==> config.mk <==
export PLATFORM = sky130hd
export DESIGN_NAME = instr_stream_loader
export DESIGN_NICKNAME = d
export VERILOG_FILES = /design/src/rtl/instr_stream_loader_pkg.sv /design/src/rtl/instr_stream_loader.sv
export SDC_FILE = /design/constraint.sdc
export NUM_CORES = 1
export LEC_CHECK = 0
export CAP_MARGIN = 20
export CORE_MARGIN = 2
export CORE_UTILIZATION = 51
export DETAILED_ROUTE_END_ITERATION = 8
export MAX_ROUTING_LAYER = met4
export PLACE_DENSITY_LB_ADDON = 0.15
export SLEW_MARGIN = 20
export SYNTH_ARGS = -nofsm -noshare
export SYNTH_HDL_FRONTEND = slang
export SYNTH_SLANG_ARGS = --single-unit
==> constraint.sdc <==
create_clock -name clk -period 4.87 [get_ports clk]
set_input_delay 1.2175 -clock clk [delete_from_list [all_inputs] [get_ports clk]]
set_output_delay 1.2175 -clock clk [all_outputs]
set_load 0.005 [all_outputs]
==> src/rtl/instr_stream_loader_pkg.sv <==
// Shared definitions for the instruction stream loader and the pru_sync core
// whose instruction memory it fills.
//   DEF_DATA_W       : default host stream word width
//   DEF_INSTR_W      : default pru_sync instruction width
//   DEF_INSTR_ADDR_W : default instruction memory address width
//   loader_state_t   : loader FSM state encoding
package instr_stream_loader_pkg;

    localparam int DEF_DATA_W       = 32;
    localparam int DEF_INSTR_W      = 128;
    localparam int DEF_INSTR_ADDR_W = 10;

    typedef enum logic [1:0] {
        ST_IDLE  = 2'd0,
        ST_LOAD  = 2'd1,
        ST_WRITE = 2'd2,
        ST_DONE  = 2'd3
    } loader_state_t;

endpackage

==> src/rtl/instr_stream_loader.sv <==
// Instruction stream loader: collects WORDS = INSTR_W/DATA_W host words per
// instruction (first word in the LSBs) and writes each assembled instruction
// into the pru_sync instruction memory at consecutive addresses from 0.
// Ports:
//   clk, rst        : clock, synchronous active-high reset
//   start, n_instr  : load request and instruction count (sampled in IDLE)
//   in_data, in_vld : host stream word and its valid
//   in_rdy          : loader accepts a word this cycle
//   instr_wr_en/addr/data : instruction memory write port
//   busy            : load in progress (LOAD or WRITE)
//   done            : one-cycle completion pulse
// INSTR_W must be an integer multiple of DATA_W with at least two words.
module instr_stream_loader
    import instr_stream_loader_pkg::*;
#(
    parameter int DATA_W       = DEF_DATA_W,
    parameter int INSTR_W      = DEF_INSTR_W,
    parameter int INSTR_ADDR_W = DEF_INSTR_ADDR_W
) (
    input  logic                    clk,
    input  logic                    rst,
    input  logic                    start,
    input  logic [INSTR_ADDR_W:0]   n_instr,
    input  logic [DATA_W-1:0]       in_data,
    input  logic                    in_vld,
    output logic                    in_rdy,
    output logic                    instr_wr_en,
    output logic [INSTR_ADDR_W-1:0] instr_wr_addr,
    output logic [INSTR_W-1:0]      instr_wr_data,
    output logic                    busy,
    output logic                    done
);

    localparam int WORDS  = INSTR_W / DATA_W;
    localparam int WCNT_W = (WORDS > 1) ? $clog2(WORDS) : 1;
    localparam logic [WCNT_W-1:0] LAST_WORD = WCNT_W'(WORDS - 1);
    // Full memory depth; needs the extra counter bit so it never reads as 0.
    localparam logic [INSTR_ADDR_W:0] MAX_INSTR = {1'b1, {INSTR_ADDR_W{1'b0}}};

    loader_state_t             state;
    loader_state_t             next_state;
    logic [WCNT_W-1:0]         word_cnt;
    logic [INSTR_ADDR_W:0]     instr_cnt;
    logic [INSTR_ADDR_W:0]     n_latched;
    logic [INSTR_W-1:0]        asm_reg;
    logic [INSTR_ADDR_W:0]     instr_next;
    logic                      xfer;
    logic                      last_word;

    // Requests beyond the memory depth load the whole memory and stop.
    function automatic logic [INSTR_ADDR_W:0] clamp_count(input logic [INSTR_ADDR_W:0] n);
        logic [INSTR_ADDR_W:0] r;
        if (n > MAX_INSTR) begin
            r = MAX_INSTR;
        end else begin
            r = n;
        end
        return r;
    endfunction

    assign xfer       = (state == ST_LOAD) && in_vld;
    assign last_word  = (word_cnt == LAST_WORD);
    assign instr_next = instr_cnt + {{INSTR_ADDR_W{1'b0}}, 1'b1};

    // The write port reads straight from the counter and assembly register,
    // both of which are stable for the whole WRITE cycle.
    assign instr_wr_addr = instr_cnt[INSTR_ADDR_W-1:0];
    assign instr_wr_data = asm_reg;

    // Next-state decode.
    always_comb begin
        next_state = state;
        case (state)
            ST_IDLE: begin
                if (start) begin
                    if (n_instr == '0) begin
                        next_state = ST_DONE;
                    end else begin
                        next_state = ST_LOAD;
                    end
                end else begin
                    next_state = ST_IDLE;
                end
            end
            ST_LOAD: begin
                if (xfer && last_word) begin
                    next_state = ST_WRITE;
                end else begin
                    next_state = ST_LOAD;
                end
            end
            ST_WRITE: begin
                if (instr_next == n_latched) begin
                    next_state = ST_DONE;
                end else begin
                    next_state = ST_LOAD;
                end
            end
            ST_DONE: begin
                next_state = ST_IDLE;
            end
            default: begin
                next_state = ST_IDLE;
            end
        endcase
    end

    // State register and registered Moore outputs, decoded from next_state
    // so they line up with the state they describe.
    always_ff @(posedge clk) begin
        if (rst) begin
            state       <= ST_IDLE;
            in_rdy      <= 1'b0;
            busy        <= 1'b0;
            done        <= 1'b0;
            instr_wr_en <= 1'b0;
        end else begin
            state       <= next_state;
            in_rdy      <= (next_state == ST_LOAD);
            busy        <= (next_state == ST_LOAD) || (next_state == ST_WRITE);
            done        <= (next_state == ST_DONE);
            instr_wr_en <= (next_state == ST_WRITE);
        end
    end

    // Counters, latched count and word assembly.
    always_ff @(posedge clk) begin
        if (rst) begin
            word_cnt  <= '0;
            instr_cnt <= '0;
            n_latched <= '0;
            asm_reg   <= '0;
        end else begin
            case (state)
                ST_IDLE: begin
                    if (start && (n_instr != '0)) begin
                        n_latched <= clamp_count(n_instr);
                        word_cnt  <= '0;
                        instr_cnt <= '0;
                    end
                end
                ST_LOAD: begin
                    if (in_vld) begin
                        asm_reg[word_cnt*DATA_W +: DATA_W] <= in_data;
                        if (last_word) begin
                            word_cnt <= '0;
                        end else begin
                            word_cnt <= word_cnt + {{(WCNT_W-1){1'b0}}, 1'b1};
                        end
                    end
                end
                ST_WRITE: begin
                    instr_cnt <= instr_next;
                end
                default: begin
                    word_cnt <= word_cnt;
                end
            endcase
        end
    end

endmodule

==> impl_metrics.csv <==
group,metric,value,unit
min_path,hold_end,"instr_wr_data[48]",
place,placed_cells,1085,
floorplanning,io_pins,189,
timing,drv_slew,0,
synth,synth_edf_count,0,
min_path,min_from,"instr_wr_data[48]",
timing,slew_headroom,29.7,%
critical_path,cp_max_fo,23,
synth,synthFlopType,"dfxtp_1",
clock_network,clkTransAtPathRegs,0.06,ns
timing,tightestPinTransition,1.05,ns
floorplanning,die_h,116,um
critical_path,cp-end-kind,"register",
drt,drtIter0Drc,760,
synth,yosysTopAreaCellShare,49.8,%
finish,fill_cells,933,
global_route,grt_pass1_vias,5999,
synth,yosysWarnings,0,
outcome,outcome,"finished clean",
synth,syn_area,6360,um2
min_path,min_path_cells,2,
place,place.gp.congestion,0.873,
synth,post-synth-top-count-cell,"dfxtp_1",
critical_path,r2r_cells,6,
synth,synthArstFlopShare,0,%
clock_network,cts_resized,0,
finish,drive_gt1_share,5.28,%
global_route,busiest_layer,"met2",
critical_path,r2r_end,"instr_wr_data[64]",
critical_path,required,5.22,ns
clock_network,cts-buffers-inserted,17,
timing,rsz0062_at_grt,"false",
drt,antenna_left,0,
drt,dr.pass1.iters,8,
timing,finalCritPeriodShare,66.6,%
critical_path,worst-setup-path-type,"in2reg",
global_route,grt_util_met1,36.6,%
drt,vias_per_cell,5.71,
critical_path,r2r_slack,2.19,ns
synth,ys_seq_elements,158,
global_route,grtUsageMet3,9.05,%
critical_path,worstPathArrival,3.59,ns
synth,synthCells,794,
finish,fin_nets,993,
timing,setup_violations,0,
clock_network,cts_buffer_depth,2,
drt,postRouteWirelength,19600,um
timing,fin_skew,0.00871,ns
floorplanning,rows,40,
finish,diodes,0,
timing,setup_tns,0,ns
synth,syn_nets,851,
place,io_buffers,188,
critical_path,rr_startpoint,"word_cnt[0]",
timing,hold_viol,0,
synth,ys_seq_area_share,49.8,%
critical_path,crit_path_start_kind,"primary input",
power_and_ir_drop,power_density,316,nW/um2
global_route,grt.total_usage,30.5,%
timing,clock.fmax,308,MHz
clock_network,cts_tree,"built",
synth,netlist_top_cells_area,"dfxtp_1, nand3_1, a21oi_1, nand2_1, clkbuf_1",
drt,vias,6362,
global_route,antenna_found_initial,0,
floorplanning,die_x,116,um
finish,area_growth,37.8,%
clock_network,clock_latency,0.43,ns
timing,period_minus_slack,3.24,ns
clock_network,clkSinkCount,158,
synth,yosysTopAreaCell,"dfxtp_1",
drt,wl_per_cell,17.6,um
min_path,hp-class,"reg2reg",
global_route,grt_max_degree,62,
power_and_ir_drop,p_leak,2.88,nW
global_route,grt_pass1_wl,30800,um
power_and_ir_drop,peakVddDrop,0.210,mV
clock_network,clockRootBuffer,"clkbuf_16",
floorplanning,core_area,12100,um2
floorplanning,initial_utilization,52.5,%
synth,synth.distinct_cells,41,
clock_network,h-tree-depth,4,
clock_network,postCtsHoldBufs,0,
clock_network,post_cts_buffers,0,
floorplanning,die-area,13400,um2
drt,route.detailed.drc,0,
synth,synth_area_per_cell,8.01,um2
global_route,grt.overflow.total,0,
job,cap_viol_max_count,0,
finish,final_cells,1115,
place,place_hpwl,12900,um
global_route,met2_usage,48.8,%
synth,synth_common_cells,"dfxtp_1, nand2_1, nand3_1",
## sequential cells by signal, summed over array words and instances (netlist names)
signal	cells
instr_wr_data	128
instr_cnt	11
instr_wr_en	1
busy	1
n_latched	11
done	1
in_rdy	1
word_cnt	2
state	2
## layer usage
| metal | share of wire (%) | routed length [um] |
|---|---|---|
| met1 | 40 | 7910 |
| met2 | 49 | 9600 |
| met3 | 8.2 | 1610 |
| met4 | 2.4 | 467 |
| met5 | 0 | 0 |
## report_power, final
group          internal, mW  total (mW)  leakage, nW  switching (mW)
clock                 0.761        1.26        0.268           0.495
combinational        0.0784       0.187         1.34           0.109
sequential             1.31        1.32         1.28          0.0111
## layout by cell type (no fill, tap or decap), types with 2 or more instances in the layout
master / count
nor3b_2: 3
xnor2_1: 10
nand3b_1: 2
nand3_1: 146
clkinv_4: 2
nor2b_1: 4
nor3_2: 2
clkinv_2: 2
clkbuf_16: 17
nor4_1: 2
and2_1: 5
nand2_2: 4
inv_1: 5
ha_1: 10
a31oi_1: 4
nor3_1: 8
dfxtp_1: 158
a21oi_1: 145
o31ai_1: 2
and3b_1: 2
o21ai_0: 8
nor2_1: 19
a311oi_1: 4
clkdlybuf4s50_1: 187
nor4b_1: 2
nand2_1: 151
bufinv_16: 2
a22oi_1: 2
clkbuf_1: 6
buf_4: 10
or3_1: 2
xor2_1: 5
## through the flow
step | area [um2] | power, mW | worst slack [ns] | util (%) | hold slack [ns]
floorplan | 6360 | 1.43 | 2.31 | - | 0.444
global placement | 8200 | 1.53 | 1.42 | 67.7 | 0.438
detailed placement | 8200 | 1.53 | 1.30 | 67.7 | 0.443
CTS | 8750 | 2.78 | 1.73 | 72.3 | 0.450
global route | 8760 | 2.85 | 1.50 | 72.3 | 0.461
finish | 8760 | 2.76 | 1.63 | 72.3 | 0.449
## worst max-delay path by stage
| stage | from | end | slack (ns) | depth (start not counted) |
|---|---|---|---|---|
| 2_1_floorplan | n_instr[4] | busy | 2.31 | 6 |
| 3_3_place_gp | in_vld | instr_wr_data[60] | 1.42 | 5 |
| 3_5_place_dp | in_vld | instr_wr_data[10] | 1.30 | 6 |
| 4_1_cts | in_vld | instr_wr_data[10] | 1.73 | 6 |
| 5_1_grt | in_vld | instr_wr_data[8] | 1.50 | 6 |
| 6_report | in_vld | instr_wr_data[10] | 1.63 | 6 |
## worst max-delay path: stages
cell             delay (ns)
clkdlybuf4s50_1        0.50
and3b_1                0.39
and2_1                 0.89
buf_4                  0.32
nand3_1                0.10
a21oi_1                0.16
## layout make-up
class,instances,area (um2),area share (%)
sequential,158,3160,36.1
inverter,5,18.8,0.214
timing repair buffer,197,1950,22.2
clock inverter,6,87.6,1.00
multi-input combinational,557,2870,32.8
clock buffer,24,462,5.27
tap,168,210,2.40
## cells by family (layout without fill, tap and decap cells)
logic type                 after synthesis  count (layout)  synth area share (%)
buffers and inverters                   79             232                  5.57
DFF                                    158             158                  49.8
adders and majority gates               10              10                  1.97
AOI/OAI and AO/OA                      172             172                  14.6
and+or+nand+nor                        360             360                  26.0
xor gates and xnor gates                15              15                  2.07
(Power assumes the default switching activity.)
==> variant 1 (config.mk and constraints unchanged) <==
Make the reset (`rst`) asynchronous in 2 clocked blocks. Comments in the files are not updated.
--- a/src/rtl/instr_stream_loader.sv
+++ b/src/rtl/instr_stream_loader.sv
@@ -107,7 +107,7 @@
 
     // State register and registered Moore outputs, decoded from next_state
     // so they line up with the state they describe.
-    always_ff @(posedge clk) begin
+    always_ff @(posedge clk or posedge rst) begin
         if (rst) begin
             state       <= ST_IDLE;
             in_rdy      <= 1'b0;
@@ -124,7 +124,7 @@
     end
 
     // Counters, latched count and word assembly.
-    always_ff @(posedge clk) begin
+    always_ff @(posedge clk or posedge rst) begin
         if (rst) begin
             word_cnt  <= '0;
             instr_cnt <= '0;
Formal check against the unedited RTL: differs if rst is asserted again (counterexample within 4 cycles, from zero or initial values and one cycle with rst high); with rst held inactive, the same outputs for 4 cycles.
==> variant 1 against the original RTL <==
Setup slack improved by 0.33 ns; synthesized area grew 7.5%; sequential cell count stayed put; sequential share of layout area rose by 6.0 points; critical path depth increased by 2; critical endpoint is now instr_cnt[8]; critical path type unchanged; global-route usage decreased by 4.4 points; first-iteration DRC count decreased by 45%; wire length fell by 10%; synthesized cell count decreased by 5.0%; design area rose by 7.2%.
Power is not compared: it rests on default switching activity, and its combinational part moved more than twofold at a synthesized area within 25%.
==> variant 1: results (changes against the original RTL) <==
Clock network
The number of buffers added for setup after CTS came to 0 (unchanged). The clock-pin slew on the worst setup and hold paths is 0.06 ns (about the same). The post-cts sizing count is 0 (unchanged). The tree is rooted in a clkbuf_16. The number of buffers on the longest clock path came to 2 (unchanged). The later pin in the worst-skew pair is clocked with a latency of 0.42 ns. The number of clock buffers inserted by TritonCTS is 17 (unchanged).

Route
The uppermost signal routing layer after detailed routing is met4. The overall via count from detail_route came to 5798 (-8.9%). The detailed-routing wirelength on met1 is 7670 um (-3.1%). The routed length on met3 was 866 um (-46%).

The routed wire length on met2 was 8520 um (-11%). The initial DRC count came to 417 (-45%). The wire length after detailed routing is 17580 um (-10%). The detailed-routing iteration count for the pre-antenna-repair pass was 5 (-3).

Logic synthesis
The count of synthesis-stage warnings from yosys came to 0 (unchanged). The post-synthesis cell type count is 39 (-4.9%). In the synthesized netlist the dominant register cell turns out to be dfrtp_1. Ranked by total cell area, the synthesized netlist is headed by dfrtp_1 (58%), nand2_1 (15%), o21ai_0 (8.5%).

The total nets after synthesis is 811 (-4.7%). The commonest cells after synthesis are nand2_1 (280), dfrtp_1 (158), o21ai_0 (116). The sequential share of the synthesized area is 0.5789 (+0.08122). The share of synthesized registers carrying an async set or reset came to 1.000 (+1.000).

Pwr
The net switching share of the total power is 0.3380. For this design the static power due to leakage is 0.003926 uW. The worst-case vdd ir drop is 324.2 uV.

Global route
The maximum number of pins on one net before global-route repair is 65 (+4.8%). The aggregate global-route resource usage is 0.2608 (-0.04440). The first-pass GRT wire length came to 28230 um (-8.3%). The via count of the first global-routing pass is 5517 (-8.0%).

Worst hold path
The worst hold path belongs to the class register to register. The beginning of the worst hold path is instr_wr_data[31]. The worst hold endpoint is instr_wr_data[31]. The number of cells traversed by the worst hold path is 2 (unchanged).

Placed design
The HPWL reported at the end of detailed placement was 12110 um (-6.3%). The area of placed instances is 8802 um^2 (+7.3%). The final estimated routing congestion in global placement came to 0.8474 (-2.9%). The worst setup slack before clock tree synthesis was 1.486 ns (+0.1862 ns).

The quantity of I/O buffers inserted on ports was 188 (unchanged).

Setup path
The internal reg-to-reg setup slack came to 2.27 ns (+0.08 ns). The peak fanout along the critical path is 19 (-17%). The number of cells on the worst reg-to-reg path came to 6 (unchanged). The startpoint identified for the worst register-to-register timing path is word_cnt[0]. The endpoint identified for the worst register-to-register timing path is instr_wr_data[38].

Layout
The number of nets in the layout is 972 (-2.1%). The share of cells above drive strength 1 came to 0.05514 (+0.002337). The number of flip-flops under the largest register name came to 128 (unchanged). The number of antenna repair diodes is 0 (unchanged).

Timing
The clock skew was 0.01010 ns (+0.001390 ns). The actual transition at the worst max-transition pin is 0.9306 ns (-0.1243 ns). The hold slack is 0.4789 ns (+0.03023 ns).

The number of failing hold endpoints at the final stage is 0 (unchanged).

Run status
The run finished with clean final reports.
==> variant 1: cell count changes after synthesis, sizes merged, moves of 14 or more <==
| cell | unedited run | this run |
|---|---|---|
| dfrtp | 0 | 158 |
| dfxtp | 158 | 0 |
| o21ai | 9 | 156 |
| a21oi | 145 | 4 |
| nand3 | 146 | 11 |
| nand2 | 155 | 280 |
| buf | 25 | 11 |
==> variant 1: logic make-up after synthesis <==
logic type | Yosys count | share of synthesized area
DFF | 158 | 0.5789
muxes | 1 | 0.001466
buffers and inverters | 60 | 0.03865
and+or+nand+nor | 332 | 0.2021
xor gates and xnor gates | 17 | 0.02180
adders and majority gates | 10 | 0.01832
AOI/OAI and AO/OA | 176 | 0.1389
==> variant 1: layout make-up <==
class / instances / area [um^2]
Timing Repair Buffer: 196 / 1979
Fill cell: 1013 / 3751
Sequential cell: 158 / 3954
Tap cell: 176 / 220.2
Multi-Input combinational cell: 536 / 2658
Clock inverter: 6 / 61.31
Clock buffer: 23 / 488.0
Inverter: 6 / 26.28
==> variant 1: power by group through the flow <==
stage	logic (uW)	clock network, uW	registers (uW)
finish	2240	1240	2160
floorplan	924	0	2160
detailed placement	2220	0	2180
global placement	2150	0	2150
global route	2460	1320	2220
CTS	2240	1250	2160
==> variant 1: critical path, cell delays in order <==
cell,delay [ns]
clkdlybuf4s50_1,0.41
nor4_1,0.28
nand3_1,0.18
o21ai_2,0.37
buf_4,0.28
and2_1,0.30
o21ai_1,0.12
o31ai_1,0.08
==> variant 1: worst max path at each step <==
| stage | to | start | slack, ns | cells past startpoint |
|---|---|---|---|---|
| floorplan | busy | rst | 1.65 | 1 |
| global placement | instr_cnt[8] | n_instr[0] | 1.57 | 8 |
| detailed placement | instr_cnt[8] | n_instr[0] | 1.49 | 8 |
| CTS | instr_wr_data[43] | in_vld | 1.91 | 5 |
| global route | instr_cnt[4] | n_instr[0] | 1.70 | 8 |
| finish | instr_cnt[8] | n_instr[0] | 1.95 | 8 |
==> variant 1: per-stage QoR <==
| step | utilization | instances |
|---|---|---|
| 5_1_grt | 0.7145 | 1101 |
| 2_1_floorplan | - | 754 |
| 6_report | 0.7145 | 1101 |
| 3_5_place_dp | 0.6700 | 1071 |
| 4_1_cts | 0.7118 | 1100 |
| 3_3_place_gp | 0.6700 | 1071 |
==> variant 1: metal layers <==
metal | track usage | up-vias
met4 | 0.1000 | 0
li1 | - | 2794
met1 | 0.3409 | 2755
met3 | 0.04895 | 42
met2 | 0.4089 | 207
met5 | - | -
==> variant 2 (config.mk and constraints unchanged) <==
Made on the original files. Change the package constant `DEF_DATA_W` from 32 to 128.
--- a/src/rtl/instr_stream_loader_pkg.sv
+++ b/src/rtl/instr_stream_loader_pkg.sv
@@ -6,7 +6,7 @@
 //   loader_state_t   : loader FSM state encoding
 package instr_stream_loader_pkg;
 
-    localparam int DEF_DATA_W       = 32;
+    localparam int DEF_DATA_W       = 128;
     localparam int DEF_INSTR_W      = 128;
     localparam int DEF_INSTR_ADDR_W = 10;
 
Interface: changed (resized in_data); port bits go from 189 to 285. The function was not compared with the original's and may differ.
==> variant 2 against the original RTL <==
Synthesized area down 5.5%; die area shrank 5.3%; sequential cell count down 2; global-route usage down 0.81 points; wire length is 6.2% lower; via count is 5.3% lower; setup slack improved by 0.31 ns; design area is 6.1% higher; maximum frequency rose by 11%; register-to-register slack gained 0.05 ns.
Power is not compared: it rests on default switching activity, and its combinational part moved more than twofold at a synthesized area within 25%.
==> variant 2: results (changes against the original RTL) <==
Timing
The actual transition at the worst max-transition pin came to 1.119 ns (+0.06362 ns). The clock skew is 0.005024 ns (-0.003687 ns).

Setup path
The slowest library cell on the worst path is a41o_1. The peak fanout along the critical path is 15 (-35%). The delay of the slowest cell on the worst path is 0.55 ns (-0.34 ns). The arrival time at the worst endpoint was 3.23 ns (-0.36 ns).

Run status
The flow ran to the end, and the final reports show no timing, DRC or antenna violations.

Layout
The share of cells above drive strength 1 is 0.04460 (-0.008200).

Route
The initial DRC count is 533 (-30%). The average via count per standard cell is 5.228 (-8.4%). The wire length after detailed routing is 18380 um (-6.2%). The detailed-routing iteration count for the pre-antenna-repair pass came to 5 (-3). The overall via count from detail_route was 6023 (-5.3%).

Logic synthesis
The sequential share of the synthesized area came to 0.5199 (+0.02225). By area the synthesized netlist is led by dfxtp_1 (52%), nand2_1 (17%), a21oi_1 (12%). The synthesized area per cell is 7.925 um^2 (-1.0%). By count the netlist is led by nand2_1 (277), dfxtp_1 (156), a21oi_1 (148). The post-synthesis cell type count is 49 (+20%).

Placed design
The number of placed instances, taps included is 1124 (+3.6%). The quantity of I/O buffers inserted on ports is 284 (+51%). The HPWL reported at the end of detailed placement is 12470 um (-3.5%).

The final estimated routing congestion in global placement came to 0.8546 (-2.1%).

Global route
The first-pass GRT wire length is 28750 um (-6.6%). The maximum number of pins on one net before global-route repair is 129 (+110%). The aggregate global-route resource usage came to 0.2970 (-0.008126).
==> variant 2: metal layers <==
metal / vias up / share of wire / track usage
met4: 0 / 0.039 / 0.1553
li1: 2969 / - / -
met5: - / 0 / -
met3: 47 / 0.082 / 0.09719
met2: 257 / 0.50 / 0.4803
met1: 2750 / 0.38 / 0.3272
==> variant 2: path summary, 6_finish.rpt <==
path              slack (ns)  cells after the start                  to          startpoint
setup / recovery        1.94                      5        instr_cnt[4]          n_instr[1]
hold / removal          0.45                      2  instr_wr_data[113]  instr_wr_data[113]
setup reg to reg        2.24                      8                busy        instr_cnt[0]
hold reg to reg         0.45                      2  instr_wr_data[113]  instr_wr_data[113]
==> variant 2: cell type report <==
cell class                 count  area (um^2)
fill                         773         2178
clock buffer                  25        485.5
tap                          143        178.9
multi-input combinational    533         2569
sequential                   156         3123
timing repair buffer         290         2910
inverter                       2        7.507
clock inverter                 3        15.01
==> variant 2: cells by family (layout without fill, tap and decap cells) <==
family	after synthesis	in the layout	share of synthesized area
and+or+nand+nor	339	339	0.2360
xor gates and xnor gates	14	14	0.02270
DFF	156	156	0.5199
buffers and inverters	69	320	0.05415
adders and majority gates	4	4	0.008332
AOI/OAI and AO/OA	176	176	0.1589
==> variant 2: per-stage QoR <==
step / hold WS (ns) / util / cell area, um^2 / worst slack [ns]
final: 0.4511 / 0.8100 / 9289 / 1.940
after detailed placement: 0.4457 / 0.7664 / 8788 / 1.609
after CTS: 0.4530 / 0.8100 / 9289 / 1.971
after global routing: 0.4654 / 0.8100 / 9289 / 1.794
after floorplan: 0.4436 / - / 6007 / 2.442
after global placement: 0.4405 / 0.7664 / 8788 / 1.661
==> variant 2: power by group <==
| part | internal, uW | switching, uW | total, uW |
|---|---|---|---|
| Sequential | 1330 | 28.3 | 1360 |
| Combinational | 228 | 164 | 392 |
| Clock | 677 | 469 | 1150 |
| Total | 2240 | 661 | 2900 |
==> variant 2: worst max-delay path: cells and delay by family <==
| family | cells | cell delay [ns] |
|---|---|---|
| AO/OA/AOI/OAI | 2 | 0.95 |
| AND/OR/NAND/NOR | 2 | 0.64 |
| buffers and inverters | 1 | 0.42 |
